`config.mk`:
```
export PLATFORM = sky130hd
export DESIGN_NAME = ajuste_pwm_ctrl
export DESIGN_NICKNAME = d
export VERILOG_FILES = /design/src/rtl/ajuste_pwm_ctrl.sv
export SDC_FILE = /design/constraint.sdc
export NUM_CORES = 1
export LEC_CHECK = 0
export CORE_UTILIZATION = 45
export DETAILED_ROUTE_END_ITERATION = 8
export DONT_BUFFER_PORTS = 1
export PLACE_DENSITY = 0.74
export SLEW_MARGIN = 10
export SYNTH_ARGS = -nofsm -noshare
export SYNTH_HDL_FRONTEND = slang
export SYNTH_SLANG_ARGS = --single-unit
```
`constraint.sdc`:
```
create_clock -name clk -period 2.21 [get_ports clk]
set_input_delay 0.3315 -clock clk [delete_from_list [all_inputs] [get_ports clk]]
set_output_delay 0.3315 -clock clk [all_outputs]
set_load 0.05 [all_outputs]
```
`src/rtl/ajuste_pwm_ctrl.sv`:
```
// ajuste_pwm_ctrl: push-button setpoint controller for frequency/current indices, with auto-repeat.
// Latency: a button level seen before clock edge 1 updates the setpoint and pulses actualizar on edge 3.
// Backpressure: none; steps are applied unconditionally. The optional AUTO_ALT_EN macro adds idle display alternation.
module ajuste_pwm_ctrl #(
    parameter int REPEAT_DLY  = 25000000,
    parameter int REPEAT_RATE = 5000000,
    parameter int FREC_MAX    = 7,
    parameter int CORR_MAX    = 31,
    parameter int ALT_PERIOD  = 100000000
) (
    input  logic       clk,
    input  logic       rst_n,
    input  logic       btn_up,
    input  logic       btn_down,
    input  logic       btn_sel,
    output logic [2:0] Frecuencia,
    output logic [4:0] Corriente,
    output logic       selector_F_I,
    output logic       actualizar
);

    localparam int TMR_MAX = (REPEAT_DLY > REPEAT_RATE) ? REPEAT_DLY : REPEAT_RATE;
    localparam int TW      = (TMR_MAX > 0) ? $clog2(TMR_MAX + 1) : 1;
    localparam logic [TW-1:0] DLY_LD  = TW'(REPEAT_DLY);
    localparam logic [TW-1:0] RATE_LD = TW'(REPEAT_RATE);
    localparam logic [2:0]    FREC_TOP = 3'(FREC_MAX);
    localparam logic [4:0]    CORR_TOP = 5'(CORR_MAX);

    typedef enum logic [1:0] {
        IDLE     = 2'd0,
        HOLD     = 2'd1,
        REPEAT   = 2'd2,
        WAIT_REL = 2'd3
    } state_t;

    // Bit 0 = up, bit 1 = down, bit 2 = sel
    logic [2:0] sync1;
    logic [2:0] sync2;
    logic [2:0] hist;
    logic [2:0] rise;

    state_t        state;
    logic [TW-1:0] timer;
    logic          dir_up;

    logic          up_lvl;
    logic          dn_lvl;
    logic          both_lvl;
    logic          dir_held;
    logic          timer_done;
    logic          step_req;
    logic          step_up;
    logic [2:0]    frec_inc;
    logic [2:0]    frec_dec;
    logic [4:0]    corr_inc;
    logic [4:0]    corr_dec;
    logic [2:0]    frec_nxt;
    logic [4:0]    corr_nxt;
    logic          changed;

`ifdef AUTO_ALT_EN
    localparam int AW = (ALT_PERIOD > 1) ? $clog2(ALT_PERIOD + 1) : 1;
    localparam logic [AW-1:0] ALT_LAST = AW'(ALT_PERIOD - 1);
    logic [AW-1:0] alt_cnt;
    logic          alt_active;
`else
    logic          alt_active;
    logic          alt_unused;
    assign alt_active = 1'b0;
    assign alt_unused = (ALT_PERIOD != 0);
`endif

    // Two-stage synchroniser plus history stage for edge detection
    always_ff @(posedge clk or negedge rst_n) begin
        if (!rst_n) begin
            sync1 <= 3'b000;
            sync2 <= 3'b000;
            hist  <= 3'b000;
        end else begin
            sync1 <= {btn_sel, btn_down, btn_up};
            sync2 <= sync1;
            hist  <= sync2;
        end
    end

    assign rise       = sync2 & ~hist;
    assign up_lvl     = sync2[0];
    assign dn_lvl     = sync2[1];
    assign both_lvl   = up_lvl & dn_lvl;
    assign dir_held   = dir_up ? up_lvl : dn_lvl;
    // Treat 1 as done so the step lands exactly REPEAT_DLY / REPEAT_RATE cycles apart
    assign timer_done = (timer <= TW'(1));

    assign frec_inc = (Frecuencia < FREC_TOP) ? Frecuencia + 3'd1 : Frecuencia;
    assign frec_dec = (Frecuencia != 3'd0)    ? Frecuencia - 3'd1 : Frecuencia;
    assign corr_inc = (Corriente < CORR_TOP)  ? Corriente + 5'd1  : Corriente;
    assign corr_dec = (Corriente != 5'd0)     ? Corriente - 5'd1  : Corriente;

    // Decide whether this cycle produces a step and in which direction; sel and up+down suppress steps
    always_comb begin
        step_req = 1'b0;
        step_up  = dir_up;
        if (!rise[2] && !both_lvl) begin
            case (state)
                IDLE: begin
                    if ((rise[0] ^ rise[1]) && !alt_active) begin
                        step_req = 1'b1;
                        step_up  = rise[0];
                    end
                end
                HOLD, REPEAT: begin
                    if (dir_held && timer_done) begin
                        step_req = 1'b1;
                    end
                end
                default: ;
            endcase
        end
    end

    // Apply the step to the edit target only, saturating at the limits
    always_comb begin
        frec_nxt = Frecuencia;
        corr_nxt = Corriente;
        if (step_req) begin
            if (selector_F_I) begin
                corr_nxt = step_up ? corr_inc : corr_dec;
            end else begin
                frec_nxt = step_up ? frec_inc : frec_dec;
            end
        end
    end

    assign changed = (frec_nxt != Frecuencia) || (corr_nxt != Corriente);

    // Auto-repeat FSM with registered setpoints, selector and update strobe
    always_ff @(posedge clk or negedge rst_n) begin
        if (!rst_n) begin
            state        <= IDLE;
            timer        <= '0;
            dir_up       <= 1'b0;
            Frecuencia   <= 3'd0;
            Corriente    <= 5'd0;
            selector_F_I <= 1'b0;
            actualizar   <= 1'b0;
`ifdef AUTO_ALT_EN
            alt_cnt      <= '0;
            alt_active   <= 1'b0;
`endif
        end else begin
            Frecuencia <= frec_nxt;
            Corriente  <= corr_nxt;
            actualizar <= step_req && changed;

            if (rise[2]) begin
                selector_F_I <= ~selector_F_I;
                timer        <= '0;
                state        <= (up_lvl || dn_lvl) ? WAIT_REL : IDLE;
`ifdef AUTO_ALT_EN
                alt_active   <= 1'b0;
`endif
            end else if (both_lvl) begin
                timer <= '0;
                state <= WAIT_REL;
            end else begin
                case (state)
                    IDLE: begin
                        if (rise[0] ^ rise[1]) begin
`ifdef AUTO_ALT_EN
                            if (alt_active) begin
                                // First press while alternating only freezes the display
                                alt_active <= 1'b0;
                                state      <= WAIT_REL;
                            end else begin
                                dir_up <= rise[0];
                                timer  <= DLY_LD;
                                state  <= HOLD;
                            end
`else
                            dir_up <= rise[0];
                            timer  <= DLY_LD;
                            state  <= HOLD;
`endif
                        end
                    end
                    HOLD, REPEAT: begin
                        if (!dir_held) begin
                            timer <= '0;
                            state <= IDLE;
                        end else if (timer_done) begin
                            timer <= RATE_LD;
                            state <= REPEAT;
                        end else begin
                            timer <= timer - TW'(1);
                        end
                    end
                    WAIT_REL: begin
                        if (!up_lvl && !dn_lvl) begin
                            state <= IDLE;
                        end
                    end
                    default: state <= IDLE;
                endcase
            end

`ifdef AUTO_ALT_EN
            // Inactivity counter: any pressed level restarts it, expiry toggles the display
            if (sync2 != 3'b000) begin
                alt_cnt <= '0;
            end else if (alt_cnt >= ALT_LAST) begin
                alt_cnt      <= '0;
                selector_F_I <= ~selector_F_I;
                alt_active   <= 1'b1;
            end else begin
                alt_cnt <= alt_cnt + AW'(1);
            end
`endif
        end
    end

endmodule

```
# Yosys cells after proc, flatten, opt, wreduce, memory -nomap -nowiden
# Cells that the tools add are included.
# word_totals
memories	0
ff_bits	47
wordCells	83
ramBits	0
latchBits	0
out_inout_bits	10
mem_bits_ro	0
# classes
div_mod_pow	0
n_mul	0
add_sub_neg	5
n_shift	0
order_cmp	3
n_eq_ne	8
muxes	32
bitwise_logic	7
reduce_logical	18
# ops
op	count
25-bit two-way mux	5
25-bit case mux with 2 select lines	1
25-bit by 1-bit <= comparator with 1-bit output, second input constant	1
5-bit two-way mux	5
25-bit by 1-bit subtractor with 25-bit output, second input constant	1
3-bit two-way mux	5
2-bit two-way mux	7
4-bit inequality test, second input constant	2
1-bit two-way mux	7
2-bit case mux with 3 select lines	1
5-bit by 1-bit adder with 5-bit output, second input constant	1
5-bit < comparator, second input constant	1
5-bit inequality test	1
5-bit inequality test, second input constant	1
5-bit nonzero test	1
5-bit by 1-bit subtractor with 5-bit output, second input constant	1
2-bit == test, second input constant	2
1-bit logical AND	4
1-bit logical NOT	4
2-bit AND reduction	2
4-bit nonzero test	1
3-bit by 1-bit adder with 3-bit output, second input constant	1
3-bit AND	1
3-bit < comparator, second input constant	1
other kinds (13)	16

# Logic depth before layout (Yosys ltp)
# Gate-level depths: netlist of the first run.
# depth
ltp_word	12
ltp_mapped	9
mapped_depth_nobuf	8

# Least setup slack after synthesis of the first run
# No wires, ideal clock.
# synth_path
path_kind	register to register
startpoint	reg timer[5]
endpoint	reg Corriente[4]
arrival_ps	2127
slack_ps	-37
path_buffers	0
required_time_ps	2090
stages_incl_launch_ff	7
cell_sequence	dfrtp_1 or4_4 nand4b_4 nor4_4 o21ai_2 or3_1 o211a_1
# synth_via
elab_chain_cells	6
# synth_lines
element	line	text
start, declared	43	logic [TW-1:0] timer;
start signal, assigned	194	timer <= timer - TW'(1);
25-bit by 1-bit <= comparator with 1-bit output	92	assign timer_done = (timer <= TW'(1));
1-bit logical AND	112	if (dir_held && timer_done) begin
1-bit two-way mux	112	
1-bit case mux with 2 select lines	104	case (state)
1-bit two-way mux	103	if (!rise[2] && !both_lvl) begin
5-bit two-way mux	125	if (step_req) begin
via corr_nxt[4]	58	logic [4:0] corr_nxt;
end signal, assigned	152	Corriente <= corr_nxt;
end, declared	17	output logic [4:0] Corriente,
# The timed path passes the listed nets, and every way through them passes these cells.
# A chain may end at the register's enable or synchronous reset.

# Final worst setup path of the first run
# Same ends and word-level chain as after synthesis.

==> results_dict.tcl, run 1 <==
set metrics [dict create \
    drt_iter0_drc 161 \
    routed_wl_mm 6.85 \
    grt_pass1_vias 2367 \
    die_h_um 81.1 \
    design_area_sq_um 3400 \
    critPathKind "reg2reg" \
    htree_levels 2 \
    synth_area_sq_um 2820 \
    grt.total_usage 0.223 \
    synth.most_common_cell "dfrtp_1" \
    fill_cells 519 \
    combPwrFrac 0.644 \
    relSlewSlack 0.610 \
    setup.worst_path.start_class "flop" \
    rsz0062_at_grt "true" \
    ioPinCount 15 \
    nNetsFinal 373 \
    yosysTopAreaCellShare 0.417 \
    row_count 28 \
    utilization 0.567 \
    clkPwrFrac 0.110 \
    internal-power_uw 3130 \
    finClkSkew_ns 0.0120 \
    yosysUniqueCellTypes 56 \
    ant_nets 0 \
    hold_class "in2reg" \
    maxCapViolCount 0 \
    worstMarginPinSlew_ns 0.585 \
    vias 2605 \
    cts_buffer_depth 2 \
    finalSetupTns_ns 0 \
    grt_first_pass_wirelength_mm 11.2 \
    dp_slack_ns -0.0151 \
    synth_cells 318 \
    pwr-share-seq 0.246 \
    grt_max_degree 48 \
    critPathMaxStageDelay_ns 0.55 \
    syn2layout_area_growth_pct 20.6 \
    core-area_sq_um 5990 \
    port_buffers 0 \
    fp.dieArea_sq_um 6580 \
    antennaDiodeCount 0 \
    grt_overflow_total 0 \
    cp_max_fo 4 \
    p_leak_uw 0.00152 \
    clock-sinks 47 \
    synth_ff_type "dfrtp_1" \
    synth_top_cell_by_area "dfrtp_1" \
    clock_latency_ns 0.31 \
    finalCriticalPeriod_ns 2.15 \
    irDropWorstVdd_v 0.000987 \
    wl_per_cell_um 15.8 \
    gp_congestion 0.861 \
    antenna_found_initial 0 \
    stdcell_count 434 \
    worstPathRequired_ns 2.42 \
    yosysSeqAreaShare 0.417 \
    cts-root-buf "clkbuf_8" \
    arrival_ns 2.36 \
    start_util 0.470 \
    synth_async_sr_flop_share 1.00 \
    p_sw_frac 0.473 \
    placed_cells 421 \
    status "finished, final reports clean" \
    dr.pass1.iters 4 \
    numCtsBuffers 5 \
    worst_slack_ns 0.0583 \
    synth.net_count 333 \
    drive_above_1_share 0.195 \
    syn_area_per_cell_sq_um 8.86 \
    hpwlAfterDp_mm 4.76 \
    crit_path_end_kind "flop" \
    ys_warn_count 0 \
    crit_chain "or4_4, nand4b_4, nor4_4, o21ai_2, or3_1, o211a_1" \
    die_w_um 81.1 \
    synth_edf_count 0 \
    synth_area_leaders "dfrtp_1 42%, o21ai_0 6.2%, ha_1 4.4%, nor2_1 3.6%, nand2_1 3.3%" \
    synthTopCellsByCount "47 x dfrtp_1, 35 x o21ai_0, 27 x nor2_1" \
    clock.fmax_ghz 0.465 \
    setup_violations 0 \
    placed_area_sq_um 3180 \
    drc_errors 0 \
    cts_tree "built" \
    clk_pin_slew_ns 0.10 \
    powerDensity_nw_per_um2 1750 \
    vias_per_cell 6.00 \
    hold_viol 0 \
    slew_viol_final 0 \
    fin_crit_sh 0.974 \
    power.switching_uw 2810 \
    ys_seq_elements 47 \
    cp_slowest_cell "or4_4" \
]
[per-stage QoR]
stage / hold WS (ns) / power, uW
CTS: 0.0307 / 5720
floorplan: 0.0359 / 3850
global placement: 0.0377 / 4930
finish: 0.0349 / 5930
global route: 0.0175 / 6380
detailed placement: 0.0377 / 5010
[flip-flops by register name, summed over array words and instances, names as in the netlist, 2 cells and up]
register / flops
state: 2
Corriente: 5
sync1: 3
Frecuencia: 3
sync2: 3
hist: 3
timer: 25
[cells by family after synthesis]
group,share of synthesized area
mux,0.0240
xor+xnor,0.00622
compound gates,0.247
flops,0.417
buf+inv,0.0422
simple gates,0.218
fa+ha+maj,0.0444
[what timing repair did]
action / CTS / global route
hold buffers: 2 / 0
hold endpoints to repair: 47 / 0
resized for setup: 1 / 8
setup endpoints to repair: 3 / 15
buffers inserted: 0 / 3
pin swaps: 0 / 2
[worst max-delay path, delay by kind of cell (launching register included)]
| kind | cells | cell delay, ns |
|---|---|---|
| simple gates | 4 | 1.41 |
| flops | 1 | 0.39 |
| compound gates | 2 | 0.26 |
[cell type report]
| class | instances | area (sq um) | share of cell area |
|---|---|---|---|
| clock buffers | 5 | 68.8 | 0.0203 |
| well taps | 75 | 93.8 | 0.0276 |
| repair buffers | 47 | 388 | 0.114 |
| clock inverters | 3 | 43.8 | 0.0129 |
| multi-input cells | 240 | 1560 | 0.460 |
| flip-flops and latches | 47 | 1180 | 0.346 |
| inverters | 17 | 63.8 | 0.0188 |
[power groups by stage]
stage,Combinational (uW),Clock (uW),Sequential [uW]
CTS,3620,659,1440
global route,4190,686,1500
detailed placement,3550,0,1460
global placement,3480,0,1450
floorplan,2220,0,1630
finish,3820,652,1460
[path summary, 6_finish.rpt]
check                           startpoint           end  slack (ns)  cells after the start
worst max-delay path              timer[5]  Corriente[4]        0.06                      6
max in group asynchronous            rst_n     timer[12]        1.43                      2
worst min register to register    sync1[2]      sync2[2]        0.35                      0
worst min-delay path              btn_down      sync1[1]        0.03                      0
worst max register to register    timer[5]  Corriente[4]        0.06                      6
min in group asynchronous            rst_n      timer[9]        0.54                      2
[layout by cell type (no fill, tap or decap), types with 4 or more instances in the layout]
master	n
or3_1	6
buf_4	44
a21oi_1	18
nand3_1	7
dfrtp_1	47
nand2_1	25
o31ai_1	6
nand2b_1	6
a22o_1	4
nor2b_1	4
a221o_1	4
o21ai_1	5
o41ai_1	4
clkbuf_8	5
o21ai_0	33
inv_1	17
nor3_1	17
nor2_1	27
ha_1	10
nand4_1	4
[per-layer routing]
metal,wire length (um),vias to the layer above,track usage
met5,0,-,0
met4,29,0,0.0536
met3,334,4,0.0494
met2,3350,76,0.355
met1,3140,1279,0.307
li1,-,1246,-
Note: power is estimated with default switching activity, not from simulation.
==> run 2, diff against run 1 <==
CAP_MARGIN = 30   (was not set)
==> results of run 2 <==
No change in the layout: final DEF, timing and power equal those of run 1.
==> run 3, diff against run 2 <==
MAX_ROUTING_LAYER = met4   (was not set)
==> run 3 against run 2 <==
Effect of this change:
- setup slack worse by 0.0021 ns
- wire length down 0.44%
- register-to-register slack about the same
- largest power group unchanged
- maximum frequency about the same
- worst hold slack better by 0.0046 ns
- critical path depth unchanged
- design area unchanged
- total power about the same
- clock power down 0.6%
- highest routed layer unchanged
- flip-flop and latch count unchanged
- utilization unchanged
- non-clock buffer count unchanged
==> results_dict.tcl, run 3 (synthesis results as in run 1) <==
set metrics [dict create \
    min_from "btn_down" \
    cts_buffer_depth 2 \
    power.switching_uw 2800 \
    hold_viol 0 \
    p_leak_uw 0.00152 \
    drc_errors 0 \
    largest_registers "timer: 25 flops, Corriente: 5 flops" \
    drive_above_1_share 0.195 \
    arrival_ns 2.36 \
    ioPinCount 15 \
    routed_wl_mm 6.82 \
    critPathKind "reg2reg" \
    wl_per_cell_um 15.7 \
    clock-sinks 47 \
    die_h_um 81.1 \
    fp.dieArea_sq_um 6580 \
    setup.worst_path.start_class "flop" \
    cts_tree "built" \
    p_sw_frac 0.472 \
    clk_pin_slew_ns 0.09 \
    nNetsFinal 373 \
    regMostFlops "timer" \
    pwr-share-seq 0.246 \
    htree_levels 2 \
    internal-power_uw 3130 \
    start_util 0.470 \
    slew_viol_final 0 \
    cts-root-buf "clkbuf_8" \
    finClkSkew_ns 0.00917 \
    layout.cells.most_common_list "47 x dfrtp_1, 44 x buf_4, 33 x o21ai_0" \
    dr.pass1.iters 4 \
    drt_iter0_drc 157 \
    antennaDiodeCount 0 \
    finalCriticalPeriod_ns 2.15 \
    maxCapViolCount 0 \
    port_buffers 0 \
    numCtsBuffers 5 \
    finalSetupTns_ns 0 \
    setup.worst_path.start "timer[5]" \
    r2r-start "timer[5]" \
    largest_reg_flops 25 \
    grt_max_degree 48 \
    die_w_um 81.1 \
    setup_violations 0 \
    vias_per_cell 6.00 \
    core-area_sq_um 5990 \
    grt_overflow_total 0 \
    clock_latency_ns 0.31 \
    clock.fmax_ghz 0.464 \
    status "finished, final reports clean" \
    clkPwrFrac 0.109 \
    ant_nets 0 \
    row_count 28 \
    irDropWorstVdd_v 0.000991 \
    syn2layout_area_growth_pct 20.6 \
    cp_max_fo 4 \
    hpwlAfterDp_mm 4.76 \
    combPwrFrac 0.644 \
    worstPathRequired_ns 2.41 \
    rsz0062_at_grt "true" \
    mostFrequentLayoutCell "dfrtp_1" \
    vias 2603 \
    fin_crit_sh 0.975 \
    gp_congestion 0.875 \
    powerDensity_nw_per_um2 1740 \
    utilization 0.567 \
    grt_pass1_vias 2372 \
    antenna_found_initial 0 \
    worstMarginPinSlew_ns 0.581 \
    grt_first_pass_wirelength_mm 11.2 \
    hold_class "in2reg" \
    crit_path_end_kind "flop" \
    relSlewSlack 0.613 \
    grt.total_usage 0.229 \
]
run 3: cell counts in the layout (fill, tap and decap cells not counted):
No cell type changed its count.
run 3: power groups by stage:
stage | Combinational [uW] | Sequential, uW | Clock [uW]
after floorplan | 2220 | 1630 | 0
after detailed placement | 3550 | 1460 | 0
final | 3820 | 1460 | 648
after global placement | 3480 | 1450 | 0
after CTS | 3620 | 1440 | 659
after global routing | 4190 | 1500 | 685
run 3: what timing repair did:
item,CTS,global route
setup endpoints to repair,3,15
hold endpoints to repair,47,0
pin swaps,0,2
setup buffers,0,3
resized for setup,1,8
hold buffers,2,0
run 3: final cells by class:
class | count | area (sq um)
Fill cell | 519 | 2590
Multi-Input combinational cell | 240 | 1560
Sequential cell | 47 | 1180
Timing Repair Buffer | 47 | 388
Tap cell | 75 | 93.8
Clock buffer | 5 | 68.8
Inverter | 17 | 63.8
Clock inverter | 3 | 43.8
run 3: per-stage QoR:
stage | area, sq um | total power (uW) | setup slack [ns] | cells | hold WS, ns
2_1_floorplan | 2820 | 3850 | 0.00819 | 318 | 0.0359
6_report | 3400 | 5930 | 0.0562 | 434 | 0.0395
5_1_grt | 3400 | 6380 | -0.0298 | 434 | 0.0202
3_3_place_gp | 3180 | 4930 | 0.0445 | 421 | 0.0377
4_1_cts | 3340 | 5720 | 0.0171 | 431 | 0.0307
3_5_place_dp | 3180 | 5010 | -0.0151 | 421 | 0.0377
run 3: critical path, cell delays in order (launching register included):
cell      delay (ns)
dfrtp_1         0.39
or4_4           0.55
nand4b_4        0.23
nor4_4          0.24
o21ai_2         0.12
or3_1           0.39
o211a_1         0.14
run 3: worst paths after layout:
kind | end | slack, ns | cells after the start
hold / removal | sync1[1] | 0.04 | 0
min in group asynchronous | timer[9] | 0.55 | 2
setup reg to reg | Corriente[4] | 0.06 | 6
hold reg to reg | sync2[2] | 0.35 | 0
max in group asynchronous | timer[12] | 1.43 | 2
setup / recovery | Corriente[4] | 0.06 | 6
run 3: per-layer routing:
metal | vias to the layer above | GRT usage | wire, um
li1 | 1250 | - | -
met1 | 1280 | 0.308 | 3160
met2 | 65 | 0.355 | 3280
met3 | 8 | 0.0461 | 323
met4 | 0 | 0.0536 | 59
met5 | - | - | 0
